==> src/rtl/cache_pkg.sv <==
// Shared types and address helpers for the direct-mapped write-back data cache.
package cache_pkg;

  typedef enum logic [1:0] {
    IDLE   = 2'd0,
    WB     = 2'd1,
    REFILL = 2'd2
  } state_e;

  function automatic int unsigned off_w(input int unsigned words);
    return $clog2(words);
  endfunction

  function automatic int unsigned idx_w(input int unsigned lines);
    return $clog2(lines);
  endfunction

  function automatic int unsigned tag_w(input int unsigned words, input int unsigned lines);
    return 30 - $clog2(words) - $clog2(lines);
  endfunction

  function automatic logic [31:0] addr_tag(input logic [31:0] a, input int unsigned off,
                                           input int unsigned idx);
    return a >> (2 + off + idx);
  endfunction

  function automatic logic [31:0] addr_idx(input logic [31:0] a, input int unsigned off,
                                           input int unsigned idx);
    return (a >> (2 + off)) & ((32'd1 << idx) - 32'd1);
  endfunction

  function automatic logic [31:0] addr_off(input logic [31:0] a, input int unsigned off);
    return (a >> 2) & ((32'd1 << off) - 32'd1);
  endfunction

endpackage

==> src/rtl/cache_line.sv <==
// One cache line: WORDS data words plus tag, valid and dirty bits.
module cache_line
  import cache_pkg::*;
#(
  parameter int unsigned WORDS = 4,
  parameter int unsigned TAGW  = 24
) (
  input  logic                         CLK,
  input  logic                         Reset,
  input  logic                         word_we,
  input  logic [off_w(WORDS)-1:0]      word_sel,
  input  logic [31:0]                  word_wd,
  input  logic                         meta_we,
  input  logic [TAGW-1:0]              meta_tag,
  input  logic                         dirty_set,
  output logic                         valid,
  output logic                         dirty,
  output logic [TAGW-1:0]              tag,
  output logic [WORDS-1:0][31:0]       data
);

  logic [WORDS-1:0][31:0] data_q, data_d;
  logic [TAGW-1:0]        tag_q, tag_d;
  logic                   valid_q, valid_d;
  logic                   dirty_q, dirty_d;

  always_comb begin
    data_d  = data_q;
    tag_d   = tag_q;
    valid_d = valid_q;
    dirty_d = dirty_q;
    if (word_we) data_d[word_sel] = word_wd;
    if (dirty_set) dirty_d = 1'b1;
    // A completed refill installs the new tag and leaves the line clean.
    if (meta_we) begin
      tag_d   = meta_tag;
      valid_d = 1'b1;
      dirty_d = 1'b0;
    end
  end

  always_ff @(posedge CLK) begin
    data_q <= data_d;
    tag_q  <= tag_d;
  end

  always_ff @(posedge CLK or posedge Reset) begin
    if (Reset) begin
      valid_q <= 1'b0;
      dirty_q <= 1'b0;
    end else begin
      valid_q <= valid_d;
      dirty_q <= dirty_d;
    end
  end

  assign valid = valid_q;
  assign dirty = dirty_q;
  assign tag   = tag_q;
  assign data  = data_q;

endmodule

==> src/rtl/dcache_wb.sv <==
// Direct-mapped write-back, write-allocate data cache with a word-serial writeback/refill FSM.
module dcache_wb
  import cache_pkg::*;
#(
  parameter int unsigned WORDS = 4,
  parameter int unsigned LINES = 16
) (
  input  logic        CLK,
  input  logic        Reset,
  input  logic        CpuReq,
  input  logic        CpuWE,
  input  logic [31:0] CpuAddr,
  input  logic [31:0] CpuWD,
  output logic [31:0] CpuRD,
  output logic        Stall,
  output logic        MemReq,
  output logic        MemWE,
  output logic [31:0] MemAddr,
  output logic [31:0] MemWD,
  input  logic [31:0] MemRD,
  input  logic        MemAck
);

  localparam int unsigned OFF  = off_w(WORDS);
  localparam int unsigned IDX  = idx_w(LINES);
  localparam int unsigned TAGW = tag_w(WORDS, LINES);

  logic [TAGW-1:0] a_tag;
  logic [IDX-1:0]  a_idx;
  logic [OFF-1:0]  a_off;

  assign a_tag = TAGW'(addr_tag(CpuAddr, OFF, IDX));
  assign a_idx = IDX'(addr_idx(CpuAddr, OFF, IDX));
  assign a_off = OFF'(addr_off(CpuAddr, OFF));

  logic [LINES-1:0]       valid_v, dirty_v;
  logic [TAGW-1:0]        tag_v  [LINES];
  logic [WORDS-1:0][31:0] data_v [LINES];

  logic                   word_we, meta_we, dirty_set;
  logic [OFF-1:0]         word_sel;
  logic [31:0]            word_wd;

  for (genvar i = 0; i < LINES; i++) begin : g_line
    cache_line #(.WORDS(WORDS), .TAGW(TAGW)) u_line (
      .CLK       (CLK),
      .Reset     (Reset),
      .word_we   (word_we && (a_idx == IDX'(i))),
      .word_sel  (word_sel),
      .word_wd   (word_wd),
      .meta_we   (meta_we && (a_idx == IDX'(i))),
      .meta_tag  (a_tag),
      .dirty_set (dirty_set && (a_idx == IDX'(i))),
      .valid     (valid_v[i]),
      .dirty     (dirty_v[i]),
      .tag       (tag_v[i]),
      .data      (data_v[i])
    );
  end

  logic [TAGW-1:0]        line_tag;
  logic [WORDS-1:0][31:0] line_data;
  logic                   line_valid, line_dirty, hit, last;

  assign line_tag   = tag_v[a_idx];
  assign line_data  = data_v[a_idx];
  assign line_valid = valid_v[a_idx];
  assign line_dirty = dirty_v[a_idx];
  assign hit        = CpuReq && line_valid && (line_tag == a_tag);
  assign CpuRD      = line_data[a_off];

  state_e         state_q, state_d;
  logic [OFF-1:0] cnt_q, cnt_d;

  assign last = (cnt_q == OFF'(WORDS - 1));

  always_ff @(posedge CLK or posedge Reset) begin
    if (Reset) begin
      state_q <= IDLE;
      cnt_q   <= '0;
    end else begin
      state_q <= state_d;
      cnt_q   <= cnt_d;
    end
  end

  always_comb begin
    state_d   = state_q;
    cnt_d     = cnt_q;
    Stall     = 1'b0;
    MemReq    = 1'b0;
    MemWE     = 1'b0;
    MemAddr   = '0;
    MemWD     = '0;
    word_we   = 1'b0;
    word_sel  = a_off;
    word_wd   = CpuWD;
    meta_we   = 1'b0;
    dirty_set = 1'b0;
    case (state_q)
      IDLE: begin
        if (hit) begin
          word_we   = CpuWE;
          dirty_set = CpuWE;
        end else if (CpuReq) begin
          Stall   = 1'b1;
          cnt_d   = '0;
          state_d = (line_valid && line_dirty) ? WB : REFILL;
        end
      end
      WB: begin
        Stall   = 1'b1;
        MemReq  = 1'b1;
        MemWE   = 1'b1;
        MemAddr = {line_tag, a_idx, cnt_q, 2'b00};
        MemWD   = line_data[cnt_q];
        if (MemAck) begin
          cnt_d = cnt_q + 1'b1;
          if (last) state_d = REFILL;
        end
      end
      REFILL: begin
        Stall   = 1'b1;
        MemReq  = 1'b1;
        MemAddr = {a_tag, a_idx, cnt_q, 2'b00};
        // Each acked word lands in the line; the last one also commits the tag.
        if (MemAck) begin
          word_we  = 1'b1;
          word_sel = cnt_q;
          word_wd  = MemRD;
          cnt_d    = cnt_q + 1'b1;
          if (last) begin
            meta_we = 1'b1;
            state_d = IDLE;
          end
        end
      end
      default: state_d = IDLE;
    endcase
  end

endmodule

==> config.mk <==
export PLATFORM = sky130hd
export DESIGN_NAME = dcache_wb
export DESIGN_NICKNAME = d
export VERILOG_FILES = /design/src/rtl/cache_pkg.sv /design/src/rtl/cache_line.sv /design/src/rtl/dcache_wb.sv
export SDC_FILE = /design/constraint.sdc
export NUM_CORES = 2
export LEC_CHECK = 0
export CAP_MARGIN = 20
export CORE_ASPECT_RATIO = 0.6
export CORE_MARGIN = 10
export CORE_UTILIZATION = 41
export CTS_CLUSTER_SIZE = 40
export DETAILED_ROUTE_END_ITERATION = 6
export HOLD_SLACK_MARGIN = 0.12
export SYNTH_ARGS = -nofsm -noshare
export SYNTH_HDL_FRONTEND = slang
export SYNTH_SLANG_ARGS = --single-unit
export TNS_END_PERCENT = 10
==> constraint.sdc <==
create_clock -name CLK -period 6.4 [get_ports CLK]
set_clock_uncertainty 0.15 [all_clocks]
set_input_delay 1.28 -clock CLK [delete_from_list [all_inputs] [get_ports CLK]]
set_output_delay 1.28 -clock CLK [all_outputs]
set_load 0.01 [all_outputs]
==> flow_summary.ini <==
[clocking]
path_clk_slew_ps = 60
cts.path.max_buffers = 4
cts-root-buf = clkbuf_16
clk_latency_ps = 850
tritoncts = done
cts_made_buffers = 224
clock_sinks = 2468
cts_resized = 0
post-cts-setup-buffers = 0
htreeDepth = 4
holdBufCountCts = 0

[synthesis]
synth.top_cells.by_area = edfxtp_1 (75%), mux4_2 (18%), mux2i_1 (1.2%)
netlist_instances = 4198
ys_async_sr_fraction = 0.0146
synth_flop_cell = edfxtp_1
synth_top_area_cell = edfxtp_1
synth_mux_area_frac = 0.194
syn_area_um2 = 97400
avgSynthCellArea_um2 = 23.2
synthAdderAreaFrac = 0.000642
synth-compound-area-share = 0.0170
synth_xor_area_frac = 0.00234
synthDominantCellAreaShare = 0.750
ys_seq_area_frac = 0.759
ys_ff_latch = 2468
synth_top_family_by_area = multiplexers
synth-simple-area-share = 0.0141
ys_types = 72
yosys_warnings = 0
synth_edf_count = 2432

[detailed_routing]
drcViolationCount = 0
vias = 47900
drt_first_pass_iters = 5
vias_per_cell = 5.96
routedWlPerCell_um = 33.4
first_iter_violations = 6667
ant_nets = 0
routed_wirelength_um = 269000

[power_and_ir_drop]
combPwrFrac = 0.105
power.share.clock = 0.367
p_sw_mw = 8.33
powerDensity_nw_per_um2 = 309
pwr-share-seq = 0.528
peakVddDrop_v = 0.000254
p_sw_frac = 0.235
power_leakage_nw = 35.8
p_int_mw = 27.2

[die]
rows = 138
start_util = 0.413
core_area_um2 = 236000
dieArea_um2 = 258000
die_h_um = 398
die_w_um = 649
io-pin-count = 200

[sta]
slew_viol_final = 0
tightest_slew_ps = 1040
period_share = 0.952
min_period_ps = 6090
finalHoldViolCount = 0
worst_hold_slack_ps = 311
max-slew-margin-rel = 0.309
fmax_ghz = 0.164
setup_viol = 0
rsz0062_at_grt = false
totalNegativeSetupSlack_ps = 0

[worst_hold_path]
hold_path.class = flip-flop to flip-flop

[finish]
fill_cells = 18700
layout.nets = 4825
drive_gt1_frac = 0.322
area_growth_pct = 18.0
final_cells = 8046
seq_area_um2 = 73900
multi_input_area_um2 = 23100

[critical_path]
critPathMaxFanout = 28
worst-path-buf-inv = 5
worstSetupStartpointType = input port
cp_slowest_stage_delay_ps = 550
crit_path_cell_trace = buf_8, buf_12, buf_12, buf_12, mux4_2, mux4_2, mux4_2, and2_1, clkdlybuf4s50_1
crit_family = multiplexers
crit_type = input port to output port
critical_path_arrival_ps = 4660
worstPathRequired_ps = 4970
endpoint_kind = output port
cp_slowest_cell = mux4_2

[place]
dp_cells = 7626
port_buffers = 195
dpl.hpwl_um = 162000
place_congestion = 0.806

[global_routing]
antenna_found_initial = 5
grt_pass1_vias = 47500
grt_pass1_wl_um = 378000
grt.total_usage = 0.204
grt_max_degree = 87
grt-ovfl-total = 0

[outcome]
status = finished clean

[run]
cap_violations = 0
-- through the flow --
| stage | power [mW] | utilization | area (µm²) | setup WS (ps) |
|---|---|---|---|---|
| 2_1_floorplan | 21.0 | - | 97400 | 87.4 |
| 3_3_place_gp | 22.7 | 0.456 | 108000 | 286 |
| 3_5_place_dp | 22.8 | 0.456 | 108000 | 276 |
| 4_1_cts | 35.7 | 0.485 | 115000 | 267 |
| 5_1_grt | 36.6 | 0.487 | 115000 | 125 |
| 6_report | 35.5 | 0.487 | 115000 | 307 |
-- routing by layer --
metal | global-route usage | part of all wire
met2 | 0.308 | 0.45
met3 | 0.0366 | 0.086
met1 | 0.311 | 0.44
met4 | 0.0449 | 0.022
met5 | 0 | 0
-- cells in the mapped netlist (all sizes together) (10+ instances only) --
cell and n:
or2 18, nand2 76, a22oi 44, o22ai 10
dfrtp 36, nor2 53, xnor2 16, o21ai 20
inv 15, and2 45, nor2b 31, nand3 10
xor2 10, edfxtp 2432, mux2 49, o22a 17
clkbuf 141, mux4 763, buf 107, mux2i 120
a21oi 75
-- cells by family after synthesis --
family / Yosys count
muxes: 932
xor gates and xnor gates: 26
adders and majority gates: 5
and+or+nand+nor: 265
other: 1
DFF: 2468
AOI/OAI and AO/OA: 238
buffers and inverters: 263
-- power groups by stage --
| stage | Combinational, mW | Sequential [mW] | Clock (mW) |
|---|---|---|---|
| after detailed placement | 3.63 | 19.1 | 0 |
| after global placement | 3.55 | 19.1 | 0 |
| after CTS | 3.64 | 18.8 | 13.3 |
| after floorplan | 1.99 | 19.0 | 0 |
| final | 3.71 | 18.8 | 13.0 |
| after global routing | 3.93 | 18.8 | 13.9 |
-- area by class of cell --
class	instances	area share
tap	3150	0.0343
inverter	15	0.000490
multi-input combinational	1468	0.201
antenna	4	0.0000871
sequential	2468	0.643
clock inverter	127	0.00968
timing repair buffer	542	0.0606
clock buffer	272	0.0507
-- worst paths after layout --
check	from	end	slack, ps	cells past startpoint
max	CpuAddr[4]	MemWD[15]	310	9
min	g_line[8].u_line.valid	g_line[8].u_line.valid	310	1
max reg2reg	g_line[1].u_line.tag[18]	g_line[14].u_line.data[50]	1800	13
min reg2reg	g_line[8].u_line.valid	g_line[8].u_line.valid	310	1
max in group asynchronous	Reset	cnt_q[0]	4870	3
min in group asynchronous	Reset	cnt_q[1]	770	3
-- state kept, by name, indices dropped and copies added, names as in the netlist --
name	cells
cnt_q	2
g_line.u_line.data	2048
g_line.u_line.tag	384
g_line.u_line.dirty	16
g_line.u_line.valid	16
state_q	2
-- placed cells by master (no fill, tap or decap), drive strengths merged, types with 44 or more instances in the layout --
master | Yosys | final
buf | 107 | 353
clkdlybuf4s50 | 0 | 189
and2 | 45 | 45
clkinv | 0 | 99
a22oi | 44 | 44
edfxtp | 2432 | 2432
nand2 | 76 | 76
a21oi | 75 | 75
clkbuf | 141 | 272
mux2i | 120 | 120
mux4 | 763 | 763
mux2 | 49 | 49
nor2 | 53 | 53
Power figures use the tool's default switching activity.
